--- src/rtl/oa22_stim_gen.sv ---
// Vector sequencer and activity monitor for one OA22 cell under test.
// Optional expected-value checking is built only when OA22_STIM_CHECK_EN is defined.
module oa22_stim_gen #(
   parameter int CNT_W = 16
) (
   input  logic             i_clk,
   input  logic             i_rst,
   input  logic             i_start,
   input  logic [1:0]       i_mode,
   input  logic [CNT_W-1:0] i_num_vec,
   input  logic             i_q_in,
   output logic             o_in1,
   output logic             o_in2,
   output logic             o_in3,
   output logic             o_in4,
   output logic             o_busy,
   output logic             o_done,
   output logic [CNT_W-1:0] o_toggle_cnt,
   output logic [CNT_W-1:0] o_err_cnt,
   output logic             o_err_flag
);

   typedef enum logic [1:0] {
      ST_IDLE = 2'd0,
      ST_RUN  = 2'd1,
      ST_FIN  = 2'd2
   } state_t;

   localparam logic [3:0]       LFSR_SEED = 4'b0001;
   localparam logic [CNT_W-1:0] CNT_ZERO  = {CNT_W{1'b0}};
   localparam logic [CNT_W-1:0] CNT_ONE   = {{(CNT_W-1){1'b0}}, 1'b1};
   localparam logic [CNT_W-1:0] CNT_MAX   = {CNT_W{1'b1}};

   // Fibonacci x^4+x^3+1, shifting left; never reaches zero from a nonzero seed.
   function automatic logic [3:0] f_lfsr_step(input logic [3:0] s);
      return {s[2:0], s[3] ^ s[2]};
   endfunction

   function automatic logic [3:0] f_gen(input logic [1:0] mode, input logic [3:0] k,
                                        input logic [3:0] lfsr);
      logic [3:0] v;
      case (mode)
         2'd1:    v = k ^ {1'b0, k[3:1]};
         2'd2:    v = lfsr;
         default: v = k;
      endcase
      return v;
   endfunction

   state_t           r_state;
   state_t           w_state_nxt;
   logic [1:0]       r_mode;
   logic [CNT_W-1:0] r_num;
   logic [CNT_W-1:0] r_k;
   logic [CNT_W-1:0] w_k_inc;
   logic             w_last;
   logic             w_launch;
   logic             w_sample;
   logic [3:0]       r_vec;
   logic [3:0]       w_vec_nxt;
   logic [3:0]       r_lfsr;
   logic [3:0]       w_lfsr_nxt;
   logic             r_busy;
   logic             r_done;
   logic             r_prev_q;
   logic [CNT_W-1:0] r_tog;

   assign w_k_inc  = r_k + CNT_ONE;
   assign w_last   = (w_k_inc == r_num);
   assign w_launch = (r_state == ST_IDLE) && i_start;
   assign w_sample = (r_state == ST_RUN);

   always_comb begin
      w_state_nxt = r_state;
      w_vec_nxt   = 4'd0;
      w_lfsr_nxt  = r_lfsr;
      case (r_state)
         ST_IDLE: begin
            if (i_start) begin
               w_lfsr_nxt = LFSR_SEED;
               if (i_num_vec == CNT_ZERO) begin
                  w_state_nxt = ST_FIN;
               end else begin
                  w_state_nxt = ST_RUN;
                  w_vec_nxt   = f_gen(i_mode, 4'd0, LFSR_SEED);
               end
            end else begin
               w_state_nxt = ST_IDLE;
            end
         end
         ST_RUN: begin
            if (w_last) begin
               w_state_nxt = ST_FIN;
            end else begin
               w_lfsr_nxt = f_lfsr_step(r_lfsr);
               w_vec_nxt  = f_gen(r_mode, w_k_inc[3:0], w_lfsr_nxt);
            end
         end
         ST_FIN:  w_state_nxt = ST_IDLE;
         default: w_state_nxt = ST_IDLE;
      endcase
   end

   // Counters update at the sampling edge so the totals are final while DONE is high.
   always_ff @(posedge i_clk) begin
      if (i_rst) begin
         r_state  <= ST_IDLE;
         r_vec    <= 4'd0;
         r_lfsr   <= LFSR_SEED;
         r_busy   <= 1'b0;
         r_done   <= 1'b0;
         r_mode   <= 2'd0;
         r_num    <= CNT_ZERO;
         r_k      <= CNT_ZERO;
         r_prev_q <= 1'b0;
         r_tog    <= CNT_ZERO;
      end else begin
         r_state <= w_state_nxt;
         r_vec   <= w_vec_nxt;
         r_lfsr  <= w_lfsr_nxt;
         r_busy  <= (w_state_nxt == ST_RUN);
         r_done  <= (w_state_nxt == ST_FIN);
         if (w_launch) begin
            r_mode <= i_mode;
            r_num  <= i_num_vec;
            r_k    <= CNT_ZERO;
            r_tog  <= CNT_ZERO;
         end else if (w_sample) begin
            r_k      <= w_k_inc;
            r_prev_q <= i_q_in;
            if ((r_k != CNT_ZERO) && (i_q_in != r_prev_q) && (r_tog != CNT_MAX)) begin
               r_tog <= r_tog + CNT_ONE;
            end
         end
      end
   end

`ifdef OA22_STIM_CHECK_EN
   function automatic logic f_oa22(input logic [3:0] v);
      return (v[0] | v[1]) & (v[2] | v[3]);
   endfunction

   logic [CNT_W-1:0] r_err;
   logic             r_err_flag;

   // Compare each sample against the cell function of the vector being driven.
   always_ff @(posedge i_clk) begin
      if (i_rst) begin
         r_err      <= CNT_ZERO;
         r_err_flag <= 1'b0;
      end else if (w_launch) begin
         r_err      <= CNT_ZERO;
         r_err_flag <= 1'b0;
      end else if (w_sample && (i_q_in != f_oa22(r_vec))) begin
         r_err_flag <= 1'b1;
         if (r_err != CNT_MAX) begin
            r_err <= r_err + CNT_ONE;
         end
      end
   end

   assign o_err_cnt  = r_err;
   assign o_err_flag = r_err_flag;
`else
   assign o_err_cnt  = CNT_ZERO;
   assign o_err_flag = 1'b0;
`endif

   assign o_in1        = r_vec[0];
   assign o_in2        = r_vec[1];
   assign o_in3        = r_vec[2];
   assign o_in4        = r_vec[3];
   assign o_busy       = r_busy;
   assign o_done       = r_done;
   assign o_toggle_cnt = r_tog;

endmodule
--- config.mk ---
export PLATFORM = sky130hd
export DESIGN_NAME = oa22_stim_gen
export DESIGN_NICKNAME = d
export VERILOG_FILES = /design/src/rtl/oa22_stim_gen.sv
export SDC_FILE = /design/constraint.sdc
export NUM_CORES = 1
export LEC_CHECK = 0
export ABC_AREA = 1
export CAP_MARGIN = 20
export CORE_MARGIN = 3
export CORE_UTILIZATION = 40
export CTS_CLUSTER_SIZE = 30
export DETAILED_ROUTE_END_ITERATION = 16
export SYNTH_ARGS = -nofsm -noshare
export SYNTH_HDL_FRONTEND = slang
export SYNTH_SLANG_ARGS = --single-unit
--- constraint.sdc ---
create_clock -name i_clk -period 3.9 [get_ports i_clk]
set_input_delay 0.585 -clock i_clk [delete_from_list [all_inputs] [get_ports i_clk]]
set_output_delay 0.585 -clock i_clk [all_outputs]
set_load 0.01 [all_outputs]
==> results of run 1 <==
-- cells in the mapped netlist --
master	n	area, um^2
nor3_2	1	10.0
o211ai_1	3	22.5
buf_1	1	3.75
conb_1	1	3.75
clkinv_1	1	3.75
nand3_2	1	10.0
clkbuf_1	11	41.3
xnor2_1	2	17.5
nor2_4	2	22.5
nand3b_1	2	15.0
inv_1	77	289
nor4_1	3	18.8
nor2_1	62	233
xnor3_1	4	90.1
nand3_1	43	215
nand2_4	1	11.3
o22ai_1	4	25.0
xor2_1	8	70.1
nor3b_1	1	7.51
o21ai_0	45	225
nor3_1	11	55.1
o21a_1	2	15.0
or3_1	1	6.26
nand4_1	13	81.3
a21oi_1	53	265
dfxtp_1	63	1260
nand2_1	100	375
nor2_2	3	18.8
o21bai_1	1	7.51
nand2_2	3	18.8
ha_1	5	62.6
buf_4	18	135
inv_2	2	7.51
-- metrics by stage --
stage          power, mW  worst slack, ns  instance area [um^2]
2_1_floorplan      0.915             1.97                  3700
3_3_place_gp       0.986             1.40                  4110
3_5_place_dp       0.988             1.35                  4110
4_1_cts             1.67             1.47                  4350
5_1_grt             1.75             1.09                  4350
6_report            1.65             1.48                  4350
-- critical path: stages, from the launching register on --
cell and delay [ns]:
dfxtp_1 0.46, ha_1 0.26, nand3_1 0.16, nor2_1 0.25, nand4_1 0.15, nand3_1 0.17, nand2_1 0.07, nor2_1 0.10
nand2_1 0.05, nor2_1 0.15, nand2_2 0.13, nand2_4 0.14, nand2_1 0.06, nand2_1 0.07, nand3_1 0.06
-- power breakdown --
group | internal [mW] | switching (mW)
logic | 0.108 | 0.159
clock network | 0.413 | 0.263
registers | 0.678 | 0.0295
total | 1.20 | 0.451
-- final cells by class --
| type | instances | area share (%) |
|---|---|---|
| clock inverter | 4 | 1.75 |
| tap | 108 | 3.10 |
| inverter | 80 | 6.90 |
| sequential | 63 | 29.0 |
| multi-input combinational | 391 | 45.1 |
| clock buffer | 12 | 3.79 |
| timing repair buffer | 46 | 10.4 |
-- per-layer routing --
layer  vias to the layer above  GRT usage [%]
met1                      1567           25.6
li1                       1832              -
met4                         0           4.91
met2                        66           29.6
met3                         7           4.61
met5                         -              0
-- sequential cells by signal, summed over array words and instances, names as in the netlist --
name          count
r_lfsr            4
r_prev_q          1
r_num            16
o_busy            1
r_vec             4
o_done            1
r_k              16
o_toggle_cnt     16
r_mode            2
r_state           2
-- final timing paths --
check,from,endpoint,slack [ns],depth (start not counted)
max,r_k[0],r_lfsr[0],1.48,14
min reg2reg,r_num[1],r_num[1],0.48,2
min,r_num[1],r_num[1],0.48,2
max reg2reg,r_k[0],r_lfsr[0],1.48,14
-- kinds of logic after synthesis --
| group | Yosys count | share of synthesized area [%] |
|---|---|---|
| flip-flops | 63 | 34.6 |
| AND/OR/NAND/NOR | 247 | 30.1 |
| other | 1 | 0.103 |
| buffers and inverters | 110 | 13.2 |
| AO/OA/AOI/OAI | 108 | 15.4 |
| XOR/XNOR | 14 | 4.87 |
| adder cells (fa/ha/maj) | 5 | 1.72 |
-- placed cells by master (no fill, tap or decap), types with 3 or more instances in the layout --
cell	count
a21oi_1	53
nor2_1	62
nor4_1	3
nand2_2	3
dfxtp_1	63
clkdlybuf4s50_1	43
conb_1	17
nand2_1	100
o21ai_0	45
xnor3_1	4
o211ai_1	3
nand4_1	13
clkbuf_8	12
ha_1	5
nand3_1	43
xor2_1	8
buf_4	3
nor2_2	3
o22ai_1	4
nor3_1	11
inv_1	77
==> results.sh, run 1 <==
export IMPL_hold_slack_ns=0.476
export IMPL_synth_seq_cells=63
export IMPL_outcome="finished, final reports clean"
export IMPL_wl_met1_mm=4.41
export IMPL_fmax_mhz=413
export IMPL_dr_max_layer_used="met4"
export IMPL_cts_hold_fix_buffers=0
export IMPL_power_density_nw_per_um2=379
export IMPL_io_pins=61
export IMPL_startpoint_type="register"
export IMPL_rsz0062_at_grt="false"
export IMPL_leakage_nw=1.80
export IMPL_drive_gt1_share_pct=5.37
export IMPL_grt_pass1_vias=3230
export IMPL_root_buffer="clkbuf_8"
export IMPL_ys_warn_count=0
export IMPL_fin_worst_skew_ns=0.00686
export IMPL_clkSlewWorstSetupHoldPaths_ns=0.07
export IMPL_critPathCaptureType="register"
export IMPL_antenna_found_initial=0
export IMPL_grt_start_max_net_pins=42
export IMPL_crit_type="register to register"
export IMPL_port_buffers=43
export IMPL_first_iter_violations=218
export IMPL_gp_congestion=0.917
export IMPL_first_pass_iters=5
export IMPL_multiInputGateArea_um2=1960
export IMPL_setup_viol_count_final=0
export IMPL_wl_per_cell_um=13.0
export IMPL_insertion_delay_ns=0.34
export IMPL_route_met2_wl_mm=4.31
export IMPL_synth_area_um2=3640
export IMPL_post_route_util_pct=49.4
export IMPL_syn_inst=548
export IMPL_final_seq_area_um2=1260
export IMPL_required_ns=4.10
export IMPL_cts_made_buffers=9
export IMPL_slew_headroom_pct=56.0
export IMPL_tritoncts="built"
export IMPL_cap_violations=0
export IMPL_cts_resized=0
export IMPL_dp_hpwl_mm=7.07
export IMPL_worst_slew_pin_transition_ns=0.659
export IMPL_drv_slew=0
export IMPL_wl_mm=9.17
export IMPL_hold_class="register to register"
export IMPL_design_core_area_um2=8810
export IMPL_dp_cells=688
export IMPL_period_share_pct=62.1
export IMPL_cts_sinks=63
export IMPL_fp_dieH_um=101
export IMPL_arrival_ns=2.62
export IMPL_syn_avg_cell_area_um2=6.65
export IMPL_drt_antenna_violating_nets=0
export IMPL_antennaDiodeCount=0
export IMPL_fin_cells=704
export IMPL_synth_distinct_cells=33
export IMPL_synth_yosys_seq_area_share_pct=34.6
export IMPL_start_util_pct=41.4
export IMPL_track_usage_pct=18.7
export IMPL_dr_wl_met3_um=362
export IMPL_nets=618
export IMPL_clock_path_buffers=2
export IMPL_die_area_um2=10300
export IMPL_peakVddDrop_uv=172
export IMPL_area_growth_syn_to_layout_pct=19.5
export IMPL_vias=3472
export IMPL_worstPathMaxFanout=10
export IMPL_grt_overflow_total=0
export IMPL_die_x_um=101
export IMPL_post_cts_buffers=0
export IMPL_fillers=912
export IMPL_drc=0
export IMPL_htreeDepth=3
export IMPL_hold_violations=0
export IMPL_min_period_ns=2.42
export IMPL_grt_first_pass_wirelength_mm=15.4
export IMPL_vias_per_cell=4.93
export IMPL_setup_tns_ns=0
export IMPL_row_count=34
No activity file was read; power rests on OpenSTA's default activity.
==> inputs of run 2 (changes only) <==
==> constraint.sdc (replaced) <==
create_clock -name i_clk -period 2.3 [get_ports i_clk]
set_input_delay 0.345 -clock i_clk [delete_from_list [all_inputs] [get_ports i_clk]]
set_output_delay 0.345 -clock i_clk [all_outputs]
set_load 0.01 [all_outputs]
==> run 2 against run 1 <==
Fmax rose by 17%. Worst setup slack got worse by 1.2 ns. Combinational power rose by 80%.
==> results.sh, run 2 (synthesis results as in run 1) <==
export IMPL_peakVddDrop_uv=331
export IMPL_path_cells="nand2_2 > nor2_1 > nand3_1 > xnor3_1 > nand2_1 > nor2_2 > nand2_2 > nand2_4 > nand2_1 > nand2_1 > nand3_1"
export IMPL_p_sw_share_pct=30.1
export IMPL_fin_worst_skew_ns=0.0128
export IMPL_grt_first_pass_wirelength_mm=15.4
export IMPL_leakage_nw=1.82
export IMPL_multiInputGateArea_um2=2000
export IMPL_wl_mm=9.31
export IMPL_arrival_ns=2.28
export IMPL_track_usage_pct=18.7
export IMPL_met3_usage_pct=3.72
export IMPL_clock_path_buffers=2
export IMPL_grt_overflow_total=0
export IMPL_wl_per_cell_um=13.0
export IMPL_p_clk_share_pct=33.7
export IMPL_hold_class="register to register"
export IMPL_first_iter_violations=192
export IMPL_hold_violations=0
export IMPL_first_pass_iters=5
export IMPL_crit_type="register to register"
export IMPL_antennaDiodeCount=0
export IMPL_vias_per_cell=5.03
export IMPL_row_count=34
export IMPL_fp_dieH_um=101
export IMPL_die_area_um2=10300
export IMPL_drt_antenna_violating_nets=0
export IMPL_p_seq_share_pct=47.3
export IMPL_cts_made_buffers=9
export IMPL_grt_busiest_layer="met2"
export IMPL_min_period_ns=2.07
export IMPL_period_share_pct=89.9
export IMPL_final_common_cell="nand2_1"
export IMPL_vias=3599
export IMPL_start_util_pct=41.4
export IMPL_antenna_found_initial=0
export IMPL_drc=0
export IMPL_final_cell_mix="nand2_1 (100), inv_1 (77), dfxtp_1 (60), nor2_1 (59), a21oi_1 (53)"
export IMPL_critPathSlowestCell="dfxtp_1"
export IMPL_setup_viol_count_final=0
export IMPL_io_pins=61
export IMPL_combinationalPowerShare_pct=19.0
export IMPL_area_growth_syn_to_layout_pct=20.9
export IMPL_power_density_nw_per_um2=574
export IMPL_cap_violations=0
export IMPL_drv_slew=0
export IMPL_cts_sinks=63
export IMPL_p_int_mw=1.77
export IMPL_root_buffer="clkbuf_8"
export IMPL_grt_start_max_net_pins=42
export IMPL_fmax_mhz=484
export IMPL_fillers=906
export IMPL_tritoncts="built"
export IMPL_grt_pass1_vias=3357
export IMPL_cts_hold_fix_buffers=0
export IMPL_p_switching_mw=0.763
export IMPL_crit_family="simple AND/OR/NAND/NOR gates"
export IMPL_grt_use_met1_pct=24.5
export IMPL_htreeDepth=3
export IMPL_path_common_cell="nand2_1"
export IMPL_nets=629
export IMPL_dp_hpwl_mm=7.14
export IMPL_final_seq_area_um2=1260
export IMPL_die_x_um=101
export IMPL_clkSlewWorstSetupHoldPaths_ns=0.07
export IMPL_place_area_um2=4180
export IMPL_outcome="finished, final reports clean"
export IMPL_finalInstanceArea_um2=4410
export IMPL_insertion_delay_ns=0.34
export IMPL_grt_use_met2_pct=30.0
export IMPL_worstPathMaxFanout=10
export IMPL_design_core_area_um2=8810
export IMPL_p_total_mw=2.53
export IMPL_path_buf_inv=0
export IMPL_critPathCaptureType="register"
export IMPL_drive_gt1_share_pct=8.24
export IMPL_gp_congestion=0.867
export IMPL_startpoint_type="register"
export IMPL_port_buffers=43
export IMPL_critPathMaxStageDelay_ns=0.46
export IMPL_required_ns=2.51
==> run 2: timing repair <==
action / CTS / global route
resized for setup: 0 / 13
setup buffers: 0 / 2
endpoints found under the setup margin: 0 / 12
==> run 2: power groups by stage <==
stage,sequential (mW),combinational [mW],clock (mW)
floorplan,1.21,0.340,0
global placement,1.22,0.470,0
detailed placement,1.22,0.472,0
CTS,1.20,0.475,0.879
global route,1.20,0.544,0.920
finish,1.20,0.481,0.853
==> run 2: per-stage QoR <==
stage	hold slack (ns)	worst slack [ns]	cells	util, %	TNS [ns]
6_report	0.482	0.233	715	50.0	0
3_5_place_dp	0.475	0.118	697	47.5	0
4_1_cts	0.485	0.0843	713	49.4	0
5_1_grt	0.508	-0.00940	715	50.0	-0.0167
2_1_floorplan	0.414	0.367	564	-	0
3_3_place_gp	0.464	0.167	697	47.5	0
==> run 2: path summary, 6_finish.rpt <==
| check | to | start | slack, ns | cells after the start |
|---|---|---|---|---|
| hold reg to reg | r_num[2] | r_num[2] | 0.48 | 2 |
| hold / removal | r_num[2] | r_num[2] | 0.48 | 2 |
| setup reg to reg | r_lfsr[0] | r_k[4] | 0.23 | 11 |
| setup / recovery | r_lfsr[0] | r_k[4] | 0.23 | 11 |
==> run 2: metal layers <==
layer	wire length [um]	up-vias	part of all wire, %
met1	4380	1638	47
met5	0	-	0
met2	4280	86	46
li1	-	1856	-
met3	401	19	4.3
met4	246	0	2.6
==> run 2: layout make-up <==
cell class / instances / area share [%]
clock buffers: 13 / 3.38
clock inverters: 3 / 0.426
inverters: 80 / 6.81
multi-input cells: 391 / 45.5
flip-flops and latches: 63 / 28.7
well taps: 108 / 3.07
repair buffers: 57 / 12.2
==> run 2: tightest hold or removal path, delay by kind of cell (launching register included) <==
kind / cells / cell delay (ns)
flops: 1 / 0.31
buf+inv: 1 / 0.07
compound gates: 1 / 0.06
